`config.mk`:
```
export PLATFORM = sky130hd
export DESIGN_NAME = lifo_stack_p
export DESIGN_NICKNAME = d
export VERILOG_FILES = /design/src/rtl/lifo_stack_p.sv
export SDC_FILE = /design/constraint.sdc
export NUM_CORES = 1
export LEC_CHECK = 0
export ABC_AREA = 0
export BUFFER_PORTS_ARGS = -buffer_cell sky130_fd_sc_hd__buf_2
export CAP_MARGIN = 10
export CORE_MARGIN = 10
export CORE_UTILIZATION = 63
export CTS_CLUSTER_DIAMETER = 200
export CTS_CLUSTER_SIZE = 12
export DETAILED_ROUTE_END_ITERATION = 10
export GPL_TIMING_DRIVEN = 0
export PLACE_DENSITY = 0.79
export REMOVE_ABC_BUFFERS = 1
export SLEW_MARGIN = 20
export SYNTH_ARGS = -nofsm -noshare
export SYNTH_HDL_FRONTEND = slang
export SYNTH_SLANG_ARGS = --single-unit
```
`constraint.sdc`:
```
create_clock -name clk -period 4.8 [get_ports clk]
set_input_delay 0.48 -clock clk [delete_from_list [all_inputs] [get_ports clk]]
set_output_delay 0.48 -clock clk [all_outputs]
set_load 0.01 [all_outputs]
```
`src/rtl/lifo_stack_p.sv`:
```
// LIFO stack with the top word held in a dedicated output register and the
// remaining words in a DEPTH-1 entry array; tracks occupancy, parity and sticky errors.
module lifo_stack_p #(
   parameter int unsigned WIDTH = 8,
   parameter int unsigned DEPTH = 128,
   localparam int unsigned CW   = $clog2(DEPTH + 1)
) (
   input  logic             clk,
   input  logic             rst_n,
   input  logic             clr,
   input  logic             push,
   input  logic             pop,
   input  logic [WIDTH-1:0] din,
   output logic [WIDTH-1:0] dout,
   output logic [CW-1:0]    count,
   output logic             empty,
   output logic             full,
   output logic             overflow,
   output logic             underflow,
   output logic             parity
);

   localparam int unsigned AW = (DEPTH - 1 > 1) ? $clog2(DEPTH - 1) : 1;

   logic [WIDTH-1:0] mem [DEPTH-1];

   logic [WIDTH-1:0] dout_q, dout_d;
   logic [CW-1:0]    count_q, count_d;
   logic             parity_q, parity_d;
   logic             ovf_q, ovf_d;
   logic             udf_q, udf_d;
   logic             mem_we;
   logic [AW-1:0]    wr_idx, rd_idx;
   logic             is_empty, is_full;

   assign is_empty = (count_q == '0);
   assign is_full  = (count_q == CW'(DEPTH));

   // The old top lands just below the new top; the word under the top sits at count-2.
   assign wr_idx = AW'(count_q - CW'(1));
   assign rd_idx = AW'(count_q - CW'(2));

   always_comb begin
      dout_d   = dout_q;
      count_d  = count_q;
      parity_d = parity_q;
      ovf_d    = ovf_q;
      udf_d    = udf_q;
      mem_we   = 1'b0;
      if (clr) begin
         dout_d   = '0;
         count_d  = '0;
         parity_d = 1'b0;
         ovf_d    = 1'b0;
         udf_d    = 1'b0;
      end else begin
         case ({push, pop})
            2'b10: begin
               if (is_full) begin
                  ovf_d = 1'b1;
               end else begin
                  mem_we   = !is_empty;
                  dout_d   = din;
                  count_d  = count_q + CW'(1);
                  parity_d = parity_q ^ (^din);
               end
            end
            2'b01: begin
               if (is_empty) begin
                  udf_d = 1'b1;
               end else begin
                  dout_d   = (count_q == CW'(1)) ? '0 : mem[rd_idx];
                  count_d  = count_q - CW'(1);
                  parity_d = parity_q ^ (^dout_q);
               end
            end
            2'b11: begin
               // Replace the top in place; on an empty stack this degenerates to a push.
               dout_d = din;
               if (is_empty) begin
                  count_d  = CW'(1);
                  parity_d = parity_q ^ (^din);
               end else begin
                  parity_d = parity_q ^ (^dout_q) ^ (^din);
               end
            end
            default: ;
         endcase
      end
   end

   always_ff @(posedge clk or negedge rst_n) begin
      if (!rst_n) begin
         dout_q   <= '0;
         count_q  <= '0;
         parity_q <= 1'b0;
         ovf_q    <= 1'b0;
         udf_q    <= 1'b0;
      end else begin
         dout_q   <= dout_d;
         count_q  <= count_d;
         parity_q <= parity_d;
         ovf_q    <= ovf_d;
         udf_q    <= udf_d;
      end
   end

   always_ff @(posedge clk) begin
      if (mem_we) begin
         mem[wr_idx] <= dout_q;
      end
   end

   assign dout      = dout_q;
   assign count     = count_q;
   assign empty     = is_empty;
   assign full      = is_full;
   assign overflow  = ovf_q;
   assign underflow = udf_q;
   assign parity    = parity_q;

endmodule

```
== Word level (Yosys, flattened, before mapping) ==
Memory sizes are Yosys's and may differ from the RTL's.
Cells that the tools add are included.
Storage, ports and cells
  register bits: 19
  RAM bits: 1016
  output and inout bits: 21
  word-level logic and storage cells: 59
  memories kept: 1
Memories
  mem: words 127, width 8, read ports 1, clocked after memory_dff 0, write ports 1, line 25  | logic [WIDTH-1:0] mem [DEPTH-1];
Operators by class
  add/sub/neg operators: 3
  eq/ne operators: 8
  multiplexer cells: 26
  bitwise operators: 3
  reductions and logical operators: 13
Operators with widths (number)
  $mux 8: 8
  $pmux 8 s3: 2
  $reduce_xor 8->1: 2
  $mux 1: 15
  $ne 3x3->1 const B: 3
  $add 8x1->8 const B: 1
  $eq 8x1->1 const B: 1
  $eq 8x8->1 const B: 1
  $logic_not 8->1: 1
  $reduce_bool 2->1: 4
  $sub 8x1->8 const B: 1
  $sub 7x2->7 const B: 1
  $eq 2x2->1 const B: 2
  $reduce_and 2->1: 2
  $reduce_and 4->1: 1
  $reduce_bool 4->1: 1
  $pmux 1 s3: 1
  $reduce_and 3->1: 1
  $xor 1x1->1: 3
  $eq 2x1->1 const B: 1
  $logic_not 1->1: 1

== Logic depth before layout (Yosys ltp) ==
  word-level depth: 7
  depth in mapped cells: 15
  mapped depth without buffers: 9

== Worst setup path after synthesis ==
No wires, ideal clock.
  path type: register to register
  start point: register count_q[0] (netlist: count[0])
  end point: memory mem[105][0], enable pin
  setup time: 0.370 ns
  data arrival time: 3.102 ns
  required time: 4.430 ns
  setup slack: 1.328 ns
  cell stages (with the launch flop): 13
  path buffers: 6
  clock period less this slack: 3.472 ns
  path through: dfrtp_1 buf_4 buf_6 buf_6 buf_6 buf_6 inv_1 ha_1 and3_1 nor4_1 nand3_1 buf_2 nor2_1
Between the ends
  word-level cells in the longest chain between the ends: 7
  elaborated cells between the ends (all ways): 9
  those cells by class: 1 x add/sub; 1 x eq/ne; 5 x mux; 2 x reduce/logical
Ends and longest elaborated chain
  start: declaration: line 28  | logic [CW-1:0] count_q, count_d;
  start signal: assignment: line 101  | count_q <= count_d;
  $logic_not 8->1: line 36  | assign is_empty = (count_q == '0);
  $logic_not 1->1: line 62  | mem_we = !is_empty;
  $mux 1: line 59  | if (is_full) begin
  $mux 1: line 57  | case ({push, pop})
  $mux 1: line 50  | if (clr) begin
  $mux 1: line 109  | if (mem_we) begin
  $mux 1 (not written as such): line 110  | mem[wr_idx] <= dout_q;
  end: declaration: line 25
Several ways; a longest one is shown, not always the timed one.

== Worst setup path in the final report ==
  start point: register count_q[1] (netlist: count[1])
  end point: memory mem[22][6], enable pin
The elaborated chain is that of the path after synthesis.

==> impl_results.md <==
- Run status: finished clean
- HP Class: primary input to flop
- Final setup viols: 0
- Setup ws final: between 0.07 and 0.08 ns
- Worst-path fanout max: 48
- Area of the die: 0.0760 mm2
- Maximum buffer depth of the clock tree: 3
- CP bufs+invs: 2
- Critical Path AT: ~5 ns
- Routed WL per cell: ~32 um
- # IOs: 34
- Die Y-Extent: around 280 um
- Max-slew violation count: 0
- Router iterations before antenna repair: 7
- Layout cells sized above 1: approximately 25%
- Pre-CTS setup slack: -0.235 ns
- Multi-input gate area: 0.00980 mm2
- Maximum clock rate: approximately 210 MHz
- Stages on the worst setup path: 9
- Async S/R FF share, synth: 1.84%
- Post-synth top area share: ~74%
- Routed wire length: about 96 mm
- CP most frequent cell: nand2_1
- H-tree levels: 3
- Top post-synthesis cells by count: edfxtp_1 (1016), mux4_2 (247), nand2_1 (214)
- Reg2Reg Depth: 9
- VDD IR max: roughly 0.56 mV
- CTS sink count: between 1000 and 1500
- First-pass GRT wire length: 142 mm
- GRT Total Usage: approximately 26%
- Syn avg cell area: roughly 19 um2
- CP max stage cell: dfrtp_4
- Worst-margin pin slew: 1.04 ns
- DP HPWL: 54.5 mm
- DRT antenna net count: 0
- Cell Area, Placed: 0.0428 mm2
- Post-synth EDFFs: 1016
- Worst hold stages: 3
- Crit path capture type: flop
- Cell Area, Synth: slightly above 0.04 mm2
- Placer Congestion: between 0.8 and 0.9
- Relative max-transition margin: 30.6%
- CP Class: flop to flop
- Fin. Hold Viols: 0
- Dpl cells: about 2900
- Synth area leaders: edfxtp_1 (74%), mux4_2 (14%), nand2_1 (2.0%)
- Sequential Area: around 0.031 mm2
- Nets@finish: 2192
- Chip width: 276 um
- Layout overhead on the synthesized area: 10.9%
- Max Cap Violations: 0
- Iter 0 DRT Violations: around 3300
- Largest net degree at the start of global routing: 70
- Power Density: around 650 mW/mm2
- Placeable Area: 0.0646 mm2
- Row count: 93
- Design area: around 0.046 mm2
- Sequential element share of the synthesized area: ~75%
- Initial Util: roughly 64%
- CTS tree: built
- Final Skew: around 0.03 ns
- Fin Hold WS: 0.138 ns
- Tcrit/Tclk final: just under 100%
- Req. time, crit path: between 5 and 6 ns
- Crit-path leading delay family: simple AND/OR/NAND/NOR gates
- Via count: about 21000
- Post-route insts no fill: between 3000 and 4000
- Synth area leader: edfxtp_1
- Vias in the first global route: around 22000
- Antenna violations before repair: 3
- Crit-path cells: buf_16 > inv_1 > ha_1 > nor3b_2 > nand2_1 > xor2_1 > and2_1 > nand2_1 > nor2_2
- Syn Inst Count: between 2000 and 2500
- Most frequent cell after synthesis: edfxtp_1
- Pleak: between 10 and 15 nW
- Worst-skew pair later-pin latency: between 0.6 and 0.7 ns
- Via density: ~7
- Clk slew on worst S/H paths: roughly 0.07 ns
- Tmin final: between 4 and 5 ns
- Antenna Cells: 0
- CTS root buf: clkbuf_16
- YS warnings: 0
- #FFs+latches synth: 1035
- Setup TNS: 0 ns
- Global-route congestion overflow total: 0
- Fillers: between 3000 and 4000
- Final core utilization: between 70% and 80%
- Number of buffers created by CTS: 96
- Setup crit start kind: flop
- Drt drc: 0
- Port bufs: 33
- Count of cell types in the netlist: 58
- Power Total: 29.6 mW
- Post-synth top flop: edfxtp_1
- Crit path largest cell delay: a little over 0.7 ns
==> report_power, final <==
group,internal (mW),switching (mW)
combinational,4.02,6.99
clock,3.68,3.06
sequential,11.1,0.720
total,18.8,10.8
==> layout by cell type, fill, tap and decap left out, types with 9 or more instances in the layout <==
cell type	n
mux2i_1	41
mux4_2	247
buf_2	33
nor2_1	78
nor2b_1	9
a32oi_1	20
nor2_2	81
clkbuf_1	19
a22oi_1	9
buf_12	10
dfrtp_4	10
xnor2_1	19
a21oi_1	15
a31oi_1	35
clkbuf_16	99
nand4_1	11
o21ai_0	13
dfrtp_1	9
edfxtp_1	1016
nand2_1	210
nand3_1	50
buf_16	27
a211oi_1	14
==> kinds of logic (layout without fill, tap and decap cells) <==
group / after synthesis / after routing / synth area share, %
buf+inv: 126 / 204 / 1.82
mux: 288 / 288 / 14.5
fa+ha+maj: 7 / 7 / 0.213
compound gates: 142 / 142 / 2.46
flops: 1035 / 1035 / 75.2
xor+xnor: 28 / 28 / 0.614
simple gates: 492 / 492 / 5.16
==> worst paths after layout <==
| check | to | start | slack (ns) |
|---|---|---|---|
| worst max-delay path | mem[22][6] | count[1] | 0.08 |
| worst min-delay path | dout[0] | din[0] | 0.14 |
| worst max register to register | mem[22][6] | count[1] | 0.08 |
| worst min register to register | overflow | overflow | 0.52 |
| max in group asynchronous | dout[3] | rst_n | 4.11 |
| min in group asynchronous | count[0] | rst_n | 0.33 |
==> per-layer routing <==
| metal | part of all wire [%] | global-route usage (%) | vias to the layer above | routed length [um] |
|---|---|---|---|---|
| li1 | - | - | 8653 | - |
| met1 | 36 | 34.6 | 11000 | 34200 |
| met2 | 49 | 40.9 | 1555 | 47100 |
| met3 | 12 | 5.87 | 251 | 11100 |
| met4 | 3.8 | 9.84 | 6 | 3670 |
| met5 | 0.042 | 0 | - | 40 |
==> cell type report <==
type,instances,area share (%)
repair buffers,74,2.55
multi-input cells,957,21.5
clock inverters,4,0.0822
flip-flops and latches,1035,67.9
inverters,8,0.0658
well taps,855,2.34
clock buffers,118,5.58
==> registers in the layout (all words and copies together) (netlist names) <==
register,count
count,8
dout,8
mem,1016
overflow,1
parity,1
underflow,1
==> what timing repair did <==
item | 4_1_cts | 5_1_grt
hold buffers | 1 | 0
pin swaps | 0 | 1
gates resized for setup | 14 | 78
hold endpoints to repair | 19 | 0
setup buffers | 0 | 1
endpoints found under the setup margin | 192 | 971
==> worst register-to-register path, stage by stage (launching register included) <==
cell and delay [ns]:
dfrtp_4 0.71, buf_16 0.30, inv_1 0.27, ha_1 0.49, nor3b_2 0.37, nand2_1 0.26
xor2_1 0.47, and2_1 0.44, nand2_1 0.48, nor2_2 0.55
No activity file was read; power rests on OpenSTA's default activity.
